## src/rtl/t05_mem_arbiter.sv

```systemverilog
// ---------------------------------------------------------------------------
// t05_mem_arbiter
// Shares one Wishbone-style SRAM master port between the Huffman pipeline
// requesters (0=HISTO, 1=FLV/HTREE, 2=CBS, 3=TRN). The pipeline state picks
// which requesters may use the bus. Eligible requesters are served
// round-robin, one transaction at a time. Each transaction ends with a
// one-cycle done pulse to its requester. A bus timeout also raises a
// one-cycle err pulse, together with that done pulse.
//
// Ports
//   clk, rst_n             clock, asynchronous active-low reset
//   state_reg[3:0]         pipeline state, selects the eligibility mask
//   req/req_we[NREQ]       per-requester request level and write flag
//   req_addr/req_wdata     flattened per-requester address / write data
//   done[NREQ], rdata      one-hot completion pulse and read data
//   mem_cyc/we/adr/dat_o   bus master outputs
//   mem_dat_i, mem_ack     bus read data and acknowledge
//   err                    timeout abort pulse
//   busy                   high while a transaction is in flight (BUS/RESP)
// ---------------------------------------------------------------------------
module t05_mem_arbiter #(
  parameter int NREQ    = 4,
  parameter int AW      = 32,
  parameter int DW      = 32,
  parameter int TIMEOUT = 255
) (
  input  logic              clk,
  input  logic              rst_n,
  input  logic [3:0]        state_reg,
  input  logic [NREQ-1:0]   req,
  input  logic [NREQ-1:0]   req_we,
  input  logic [NREQ*AW-1:0] req_addr,
  input  logic [NREQ*DW-1:0] req_wdata,
  output logic [NREQ-1:0]   done,
  output logic [DW-1:0]     rdata,
  output logic              mem_cyc,
  output logic              mem_we,
  output logic [AW-1:0]     mem_adr,
  output logic [DW-1:0]     mem_dat_o,
  input  logic [DW-1:0]     mem_dat_i,
  input  logic              mem_ack,
  output logic              err,
  output logic              busy
);

  localparam int CW = $clog2(TIMEOUT + 1);
  localparam int IW = (NREQ > 1) ? $clog2(NREQ) : 1;

  typedef enum logic [1:0] {S_IDLE, S_BUS, S_RESP} fsm_t;

  fsm_t          fsm_reg;
  logic [IW-1:0] rr_ptr_reg;
  logic [IW-1:0] win_reg;
  logic [CW-1:0] cnt_reg;

  logic [NREQ-1:0] mask;
  logic [NREQ-1:0] eligible;
  logic            found;
  logic [IW-1:0]   win_idx;
  logic [IW-1:0]   rr_next;

  // Unpack the flattened request buses so the grant can index them directly.
  logic [AW-1:0] addr_arr  [NREQ];
  logic [DW-1:0] wdata_arr [NREQ];

  generate
    for (genvar gi = 0; gi < NREQ; gi++) begin : g_unpack
      assign addr_arr[gi]  = req_addr[gi*AW +: AW];
      assign wdata_arr[gi] = req_wdata[gi*DW +: DW];
    end
  endgenerate

  // Pipeline state -> requesters allowed on the bus.
  always_comb begin
    mask = '0;
    case (state_reg)
      4'd1: mask[0] = 1'b1;                      // HISTO
      4'd2: mask[1] = 1'b1;                      // FLV
      4'd3: begin mask[1] = 1'b1; mask[2] = 1'b1; end  // HTREE
      4'd4: begin mask[2] = 1'b1; mask[3] = 1'b1; end  // CBS
      4'd5: begin mask[2] = 1'b1; mask[3] = 1'b1; end  // TRN
      default: mask = '0;
    endcase
  end

  assign eligible = req & mask;

  // Round-robin search: first eligible index at or after rr_ptr, wrapping.
  always_comb begin
    int idx;
    found   = 1'b0;
    win_idx = '0;
    idx     = 0;
    for (int k = 0; k < NREQ; k++) begin
      idx = int'(rr_ptr_reg) + k;
      if (idx >= NREQ) idx = idx - NREQ;
      if (!found && eligible[idx]) begin
        found   = 1'b1;
        win_idx = IW'(idx);
      end
    end
  end

  assign rr_next = (win_idx == IW'(NREQ - 1)) ? '0 : win_idx + IW'(1);

  always_ff @(posedge clk or negedge rst_n) begin
    if (!rst_n) begin
      fsm_reg    <= S_IDLE;
      rr_ptr_reg <= '0;
      win_reg    <= '0;
      cnt_reg    <= '0;
      done       <= '0;
      rdata      <= '0;
      mem_cyc    <= 1'b0;
      mem_we     <= 1'b0;
      mem_adr    <= '0;
      mem_dat_o  <= '0;
      err        <= 1'b0;
      busy       <= 1'b0;
    end else begin
      case (fsm_reg)
        S_IDLE: begin
          if (found) begin
            // Request is latched here; later changes on req_* are ignored.
            win_reg    <= win_idx;
            rr_ptr_reg <= rr_next;
            mem_cyc    <= 1'b1;
            mem_we     <= req_we[win_idx];
            mem_adr    <= addr_arr[win_idx];
            mem_dat_o  <= wdata_arr[win_idx];
            cnt_reg    <= '0;
            busy       <= 1'b1;
            fsm_reg    <= S_BUS;
          end
        end
        S_BUS: begin
          // Ack takes priority over a timeout expiring on the same edge.
          if (mem_ack) begin
            mem_cyc       <= 1'b0;
            done[win_reg] <= 1'b1;
            rdata         <= mem_we ? '0 : mem_dat_i;
            fsm_reg       <= S_RESP;
          end else if (cnt_reg == CW'(TIMEOUT - 1)) begin
            mem_cyc       <= 1'b0;
            err           <= 1'b1;
            done[win_reg] <= 1'b1;
            rdata         <= '0;
            fsm_reg       <= S_RESP;
          end else begin
            cnt_reg <= cnt_reg + CW'(1);
          end
        end
        S_RESP: begin
          done    <= '0;
          err     <= 1'b0;
          rdata   <= '0;
          busy    <= 1'b0;
          fsm_reg <= S_IDLE;
        end
        default: fsm_reg <= S_IDLE;
      endcase
    end
  end

endmodule

```

## config.mk

```make
export PLATFORM = sky130hd
export DESIGN_NAME = t05_mem_arbiter
export DESIGN_NICKNAME = d
export VERILOG_FILES = /design/src/rtl/t05_mem_arbiter.sv
export SDC_FILE = /design/constraint.sdc
export NUM_CORES = 1
export LEC_CHECK = 0
export CAP_MARGIN = 20
export CORE_MARGIN = 4
export CORE_UTILIZATION = 33
export DETAILED_ROUTE_END_ITERATION = 16
export PLACE_DENSITY = 0.75
export SLEW_MARGIN = 0
export SYNTH_ARGS = -nofsm -noshare
export SYNTH_HDL_FRONTEND = slang
export SYNTH_SLANG_ARGS = --single-unit
```

## constraint.sdc

```tcl
create_clock -name clk -period 2.2 [get_ports clk]
set_input_delay 0.22 -clock clk [delete_from_list [all_inputs] [get_ports clk]]
set_output_delay 0.22 -clock clk [all_outputs]
set_load 0.1 [all_outputs]
```

# Yosys cells after proc, flatten, opt, wreduce, memory -nomap -nowiden
# Cells that the tools add are included.
# classes
eq_ne	14
n_mux	62
n_lt_le_gt_ge	12
add_sub_neg	9
bitwise_logic	3
reduce_logical	21
# ops
cell	n
$mux W32	11
$bmux W32 S2	2
$lt A32 B4 Y1 const B	4
$pmux W32 S2	1
$mux W8	3
$mux W1	23
$mux W2	8
$pmux W8 S2	1
$ge A3 B3 Y1 const B	4
$sub A3 B3 Y4 const B	3
$bmux W1 S2	5
$add A8 B1 Y8 const B	1
$eq A4 B2 Y1 const B	2
$eq A4 B3 Y1 const B	2
$eq A8 B8 Y1 const B	1
$mux W4	2
$ne A2 B2 Y1 const B	4
$pmux W4 S2	1
$reduce_and A2 Y1	4
$add A2 B2 Y3 const B	2
$lt A2 B3 Y1 const B	2
$pmux W1 S2	3
$reduce_and A3 Y1	2
$reduce_bool A2 Y1	3
other kinds (20)	27
# totals
ff_bits	118
out_inout_bits	104
in_bits	303

# Longest topological paths before layout
# depth
ltp_word	21
ltp_mapped	10
ltp_nobuf	8

# Least setup slack after synthesis
# Ideal clock, no wire load.
# synth_path
kind	register to register
startpoint	reg fsm_reg[1]
endpoint	reg cnt_reg[5]
required_time_ns	2.069
setup_ns	0.131
path_stages_with_launch	10
synth_period_minus_slack_ns	1.898
t_arrival_ns	1.767
slack_ns	0.302
cell_sequence	dfrtp_1 > inv_1 > ha_1 > buf_2 > nor2b_1 > o21ai_0 > a32oi_2 > nand4_1 > xor2_1 > nor2_1
# synth_between
elab_chain_len	3
elab_cells_between_ends	8
classes_between	eq/ne: 4; mux: 1; reduce/logical: 3
# synth_lines
element	line	text
start: declaration	51	fsm_t fsm_reg;
start signal: assignment	108	fsm_reg <= S_IDLE;
start signal: assignment	133	fsm_reg <= S_BUS;
start signal: assignment	142	fsm_reg <= S_RESP;
$eq A2 B1 Y1 or $logic_not A2 Y1 (tied branches)	121	case (fsm_reg)
$ne A2 B2 Y1 (no source line) or $reduce_bool A2 Y1 (tied branches)	-	
$reduce_and A4 Y1 (no source line)	-	
end signal: assignment	150	cnt_reg <= cnt_reg + CW'(1);
end: declaration	54	logic [CW-1:0] cnt_reg;
# Parallel ways exist; a longest one is shown, timed or not.
# A chain may end at the register's enable or synchronous reset.

# Worst setup path after layout
# layout_path
startpoint	in state_reg[2]
endpoint	reg mem_adr[4]
# layout_between
elab_chain_len	21
elab_cells_between_ends	44
classes_between	eq/ne: 5; mux: 27; bitwise: 2; reduce/logical: 10
# layout_lines
element	line	text
start: declaration	29	input logic [3:0] state_reg,
$eq A4 B3 Y1 or $eq A4 B2 Y1 (tied branches)	76	case (state_reg)
$reduce_or A3 Y1 (no source line) or $reduce_or A2 Y1 (tied branches)	-	
$mux W1	76	
$and A4 B4 Y4 *	86	assign eligible = req & mask;
$bmux W1 S2	97	if (!found && eligible[idx]) begin
$mux W1 (not written as such) (2 in a row)	97	
$mux W1	97	
$logic_not A1 Y1	97	
(+3 left out)	-	
$logic_and A1 B1 Y1	97	
$mux W1	97	
$logic_not A1 Y1	97	
$logic_and A1 B1 Y1	97	
$mux W2	97	
$not A2 Y3 (not written as such)	129	mem_adr <= addr_arr[win_idx];
$bmux W32 S2	129	
$mux W32 (not written as such) (2 in a row)	129	
end signal: assignment	129	
end: declaration	38	output logic [AW-1:0] mem_adr,
# Every way passes the cells marked *; elsewhere a longest branch is shown, timed or not. The select of a mux whose other input is x is not followed.

==> results by group <==
Layout
  – Final #Nets: 1599
  – FF/Latch Area: 2950 µm²
  – Final Core Density: 57.2%
  – Largest regs: mem_adr (32), mem_dat_o (32), rdata (32)
  – Area of the multi-input gates: 4130 µm²
  – Area Growth Syn to Fin: 71.2%
  – Filler cell count: 1990
  – Fin cells: 1590
  – Layout cell share with drive strength beyond 1: 27.2%

STA
  – Relative slew margins: 69.5%
  – Fin. Hold Viols: 0
  – RSZ-0062 raised after global routing: no
  – Post-Route Skew: 0.0146 ns
  – Min Tclk post-route: 2.05 ns
  – WHS: ~0.30 ns
  – Fin. max-slew vios: 0
  – Max Fclk: 489 MHz
  – Setup WS post-layout: 0.153 ns
  – Slew @ Worst Pin: 0.458 ns
  – Setup-failing EPs final: 0
  – Final period util: 93.0%

Placed design
  – I/O Buffers: 406
  – Setup Slack @ Placement: -0.245 ns
  – Final GP Congestion: between 0.8 and 0.9
  – DP Wirelength: 23.1 mm
  – Placed Instances: 1555

Critical path
  – RR Startpoint: rr_ptr_reg[1]
  – R2R cell count: 9
  – Maximum net fanout on the critical path: 22
  – FF-to-FF setup slack: 0.19 ns
  – Worst r2r dst: mem_adr[4]
  – Slowest stage delay, CP: 0.52 ns
  – CP endpoint kind: register
  – Crit path kind: in2reg
  – CP max stage cell: clkdlybuf4s50_1
  – CP Launch Point: state_reg[2]
  – Most frequent CP cell: buf_12
  – Worst Path Required: about 2.5 ns
  – CP Cell Sequence: clkdlybuf4s50_1 -> and3b_1 -> buf_4 -> nor2_1 -> o311ai_4 -> buf_12 -> buf_12 -> a31o_1 -> a21oi_2 -> o31ai_2
  – Worst Setup Start Kind: input pin
  – Worst EP arrival: 2.37 ns

Detailed routing
  – Via-to-Cell Ratio: ~5.2
  – First-pass iteration count of the detailed router: 5
  – Final ANT Viol Nets: 0
  – Initial DRC count: 650
  – Final WL: 29.9 mm
  – Routed WL per cell: around 19 µm
  – Via count of the routed design: 8339
  – DRC: 0

Power and ir drop
  – Pwr dens: 1320 nW/µm²
  – Leak pwr: 5.64 nW
  – Max VDD drop: 0.853 mV

Yosys
  – Ys Warns: 0
  – Syn_nets: 1169
  – Syn Inst Count: 860
  – Synth unique cells: 52
  – Sequential fraction of the synthesis area: 39.1%
  – Async set-reset flop share out of synthesis: 100%
  – Post-Syn Area: between 7000 and 8000 µm²
  – #FFs+latches synth: about 120
  – Number of enable flip-flop cells after synthesis: 0
  – Most used flip-flop cell after synthesis: dfrtp_1
  – Mean Syn Cell Area: between 8 and 9 µm²

Floorplan
  – Core Footprint: 22600 µm²
  – Num ports: 407
  – Die X: 159 µm
  – Row count: 55
  – Die Y: between 150 and 200 µm
  – Die ar.: about 25000 µm²
  – Initial Util: 33.4%

CTS
  – TritonCTS clock tree: built
  – Clock Sinks: approximately 120
  – Clock tree buffer depth: 2
  – Post-CTS Setup Inserts: 0
  – CTS buffer count: 17
  – Clk_lat worst skew: 0.42 ns
  – CTS Root Cell: clkbuf_16
  – CTS H-tree depth: 4
  – Reg clk slew, reported paths: roughly 0.060 ns

Global route
  – Initial antenna violation count: 2
  – Tot GR Track Use: about 23%
  – Pin count of the biggest net entering global routing: 53
  – Grt ovf: 0
  – First-pass GRT wire length: roughly 47 mm
  – Vias in the first global route: approximately 8500

Job
  – Max Cap Viol: 0

Worst hold path
  – Hold Crit Class: in2async

Status
  – Outcome: finished, final reports clean
[worst max-delay path by stage]
stage,to,cells past startpoint
after floorplan,cnt_reg[5],9
after global placement,mem_adr[7],10
after detailed placement,mem_dat_o[14],9
after CTS,mem_dat_o[2],9
after global routing,mem_adr[15],9
final,mem_adr[4],10
[per-stage QoR]
stage	power [mW]	area (µm²)	TNS [ns]
3_5_place_dp	14.0	12200	-14.00
2_1_floorplan	11.0	7550	0
6_report	17.1	12900	0
4_1_cts	17.2	12900	0
3_3_place_gp	13.9	12200	-11.12
5_1_grt	17.8	12900	0
[layout by cell type, fill, tap and decap left out, types with 3 or more instances in the layout]
cell type        count
clkdlybuf4s50_1    301
nand2_1            204
buf_4              162
dfrtp_1            118
a21oi_1             96
o21ai_0             66
o31ai_2             54
o21ai_1             39
a31o_1              39
a21oi_2             39
buf_12              27
a31o_2              25
nor2_1              18
clkbuf_16           17
o31ai_1             11
inv_1                7
nand4_1              6
xor2_1               6
ha_1                 6
bufinv_16            5
clkinv_4             5
nor2b_1              4
and3_1               3
[critical path: cells and delay by family]
family,cells,cell delay (ns)
compound gates,4,0.78
buf+inv,4,1.01
simple gates,2,0.34
[report_power, final]
part	total (mW)	internal [mW]	switching [mW]
logic	10.4	2.71	7.70
clock network	3.13	2.02	1.10
registers	3.56	2.99	0.569
total	17.1	7.73	9.37
[cells by family after synthesis]
family                   share of synthesized area [%]
multiplexers                                     0.282
AO/OA/AOI/OAI                                     38.0
AND/OR/NAND/NOR                                   13.8
buffers and inverters                             7.13
adder cells (fa/ha/maj)                          0.995
XOR/XNOR                                         0.696
flip-flops                                        39.1
[cells in the mapped netlist, drive strengths merged, types with 6 or more instances]
master  number  share of area [%]
a31o        65                7.5
nand2      205                 10
o21ai      106                7.0
a21oi      135                 11
xor2         6               0.70
nand4        6               0.50
o31ai       65                 10
ha           6               0.99
buf         56                5.4
nor2        18               0.90
dfrtp      118                 39
inv          7               0.35
clkbuf      25                1.4
[layout make-up]
| cell class | instances | share of cell area (%) |
|---|---|---|
| antenna | 2 | 0.0387 |
| clock buffer | 18 | 3.32 |
| clock inverter | 14 | 1.73 |
| inverter | 7 | 0.203 |
| multi-input combinational | 654 | 32.0 |
| sequential | 118 | 22.9 |
| tap | 285 | 2.76 |
| timing repair buffer | 492 | 37.1 |
[what timing repair did]
action	CTS	global route
endpoints found under the hold margin	32	0
hold buffers	1	0
resized for setup	0	2
endpoints found under the setup margin	0	2
[routing by layer]
layer / share of wire [%] / GRT usage [%] / up-vias
met2: 49 / 38.8 / 386
met4: 2.1 / 6.79 / 0
met5: 0 / 0 / -
li1: - / - / 3965
met3: 7.5 / 5.82 / 46
met1: 41 / 28.9 / 3942
Note: power is estimated with default switching activity, not from simulation.
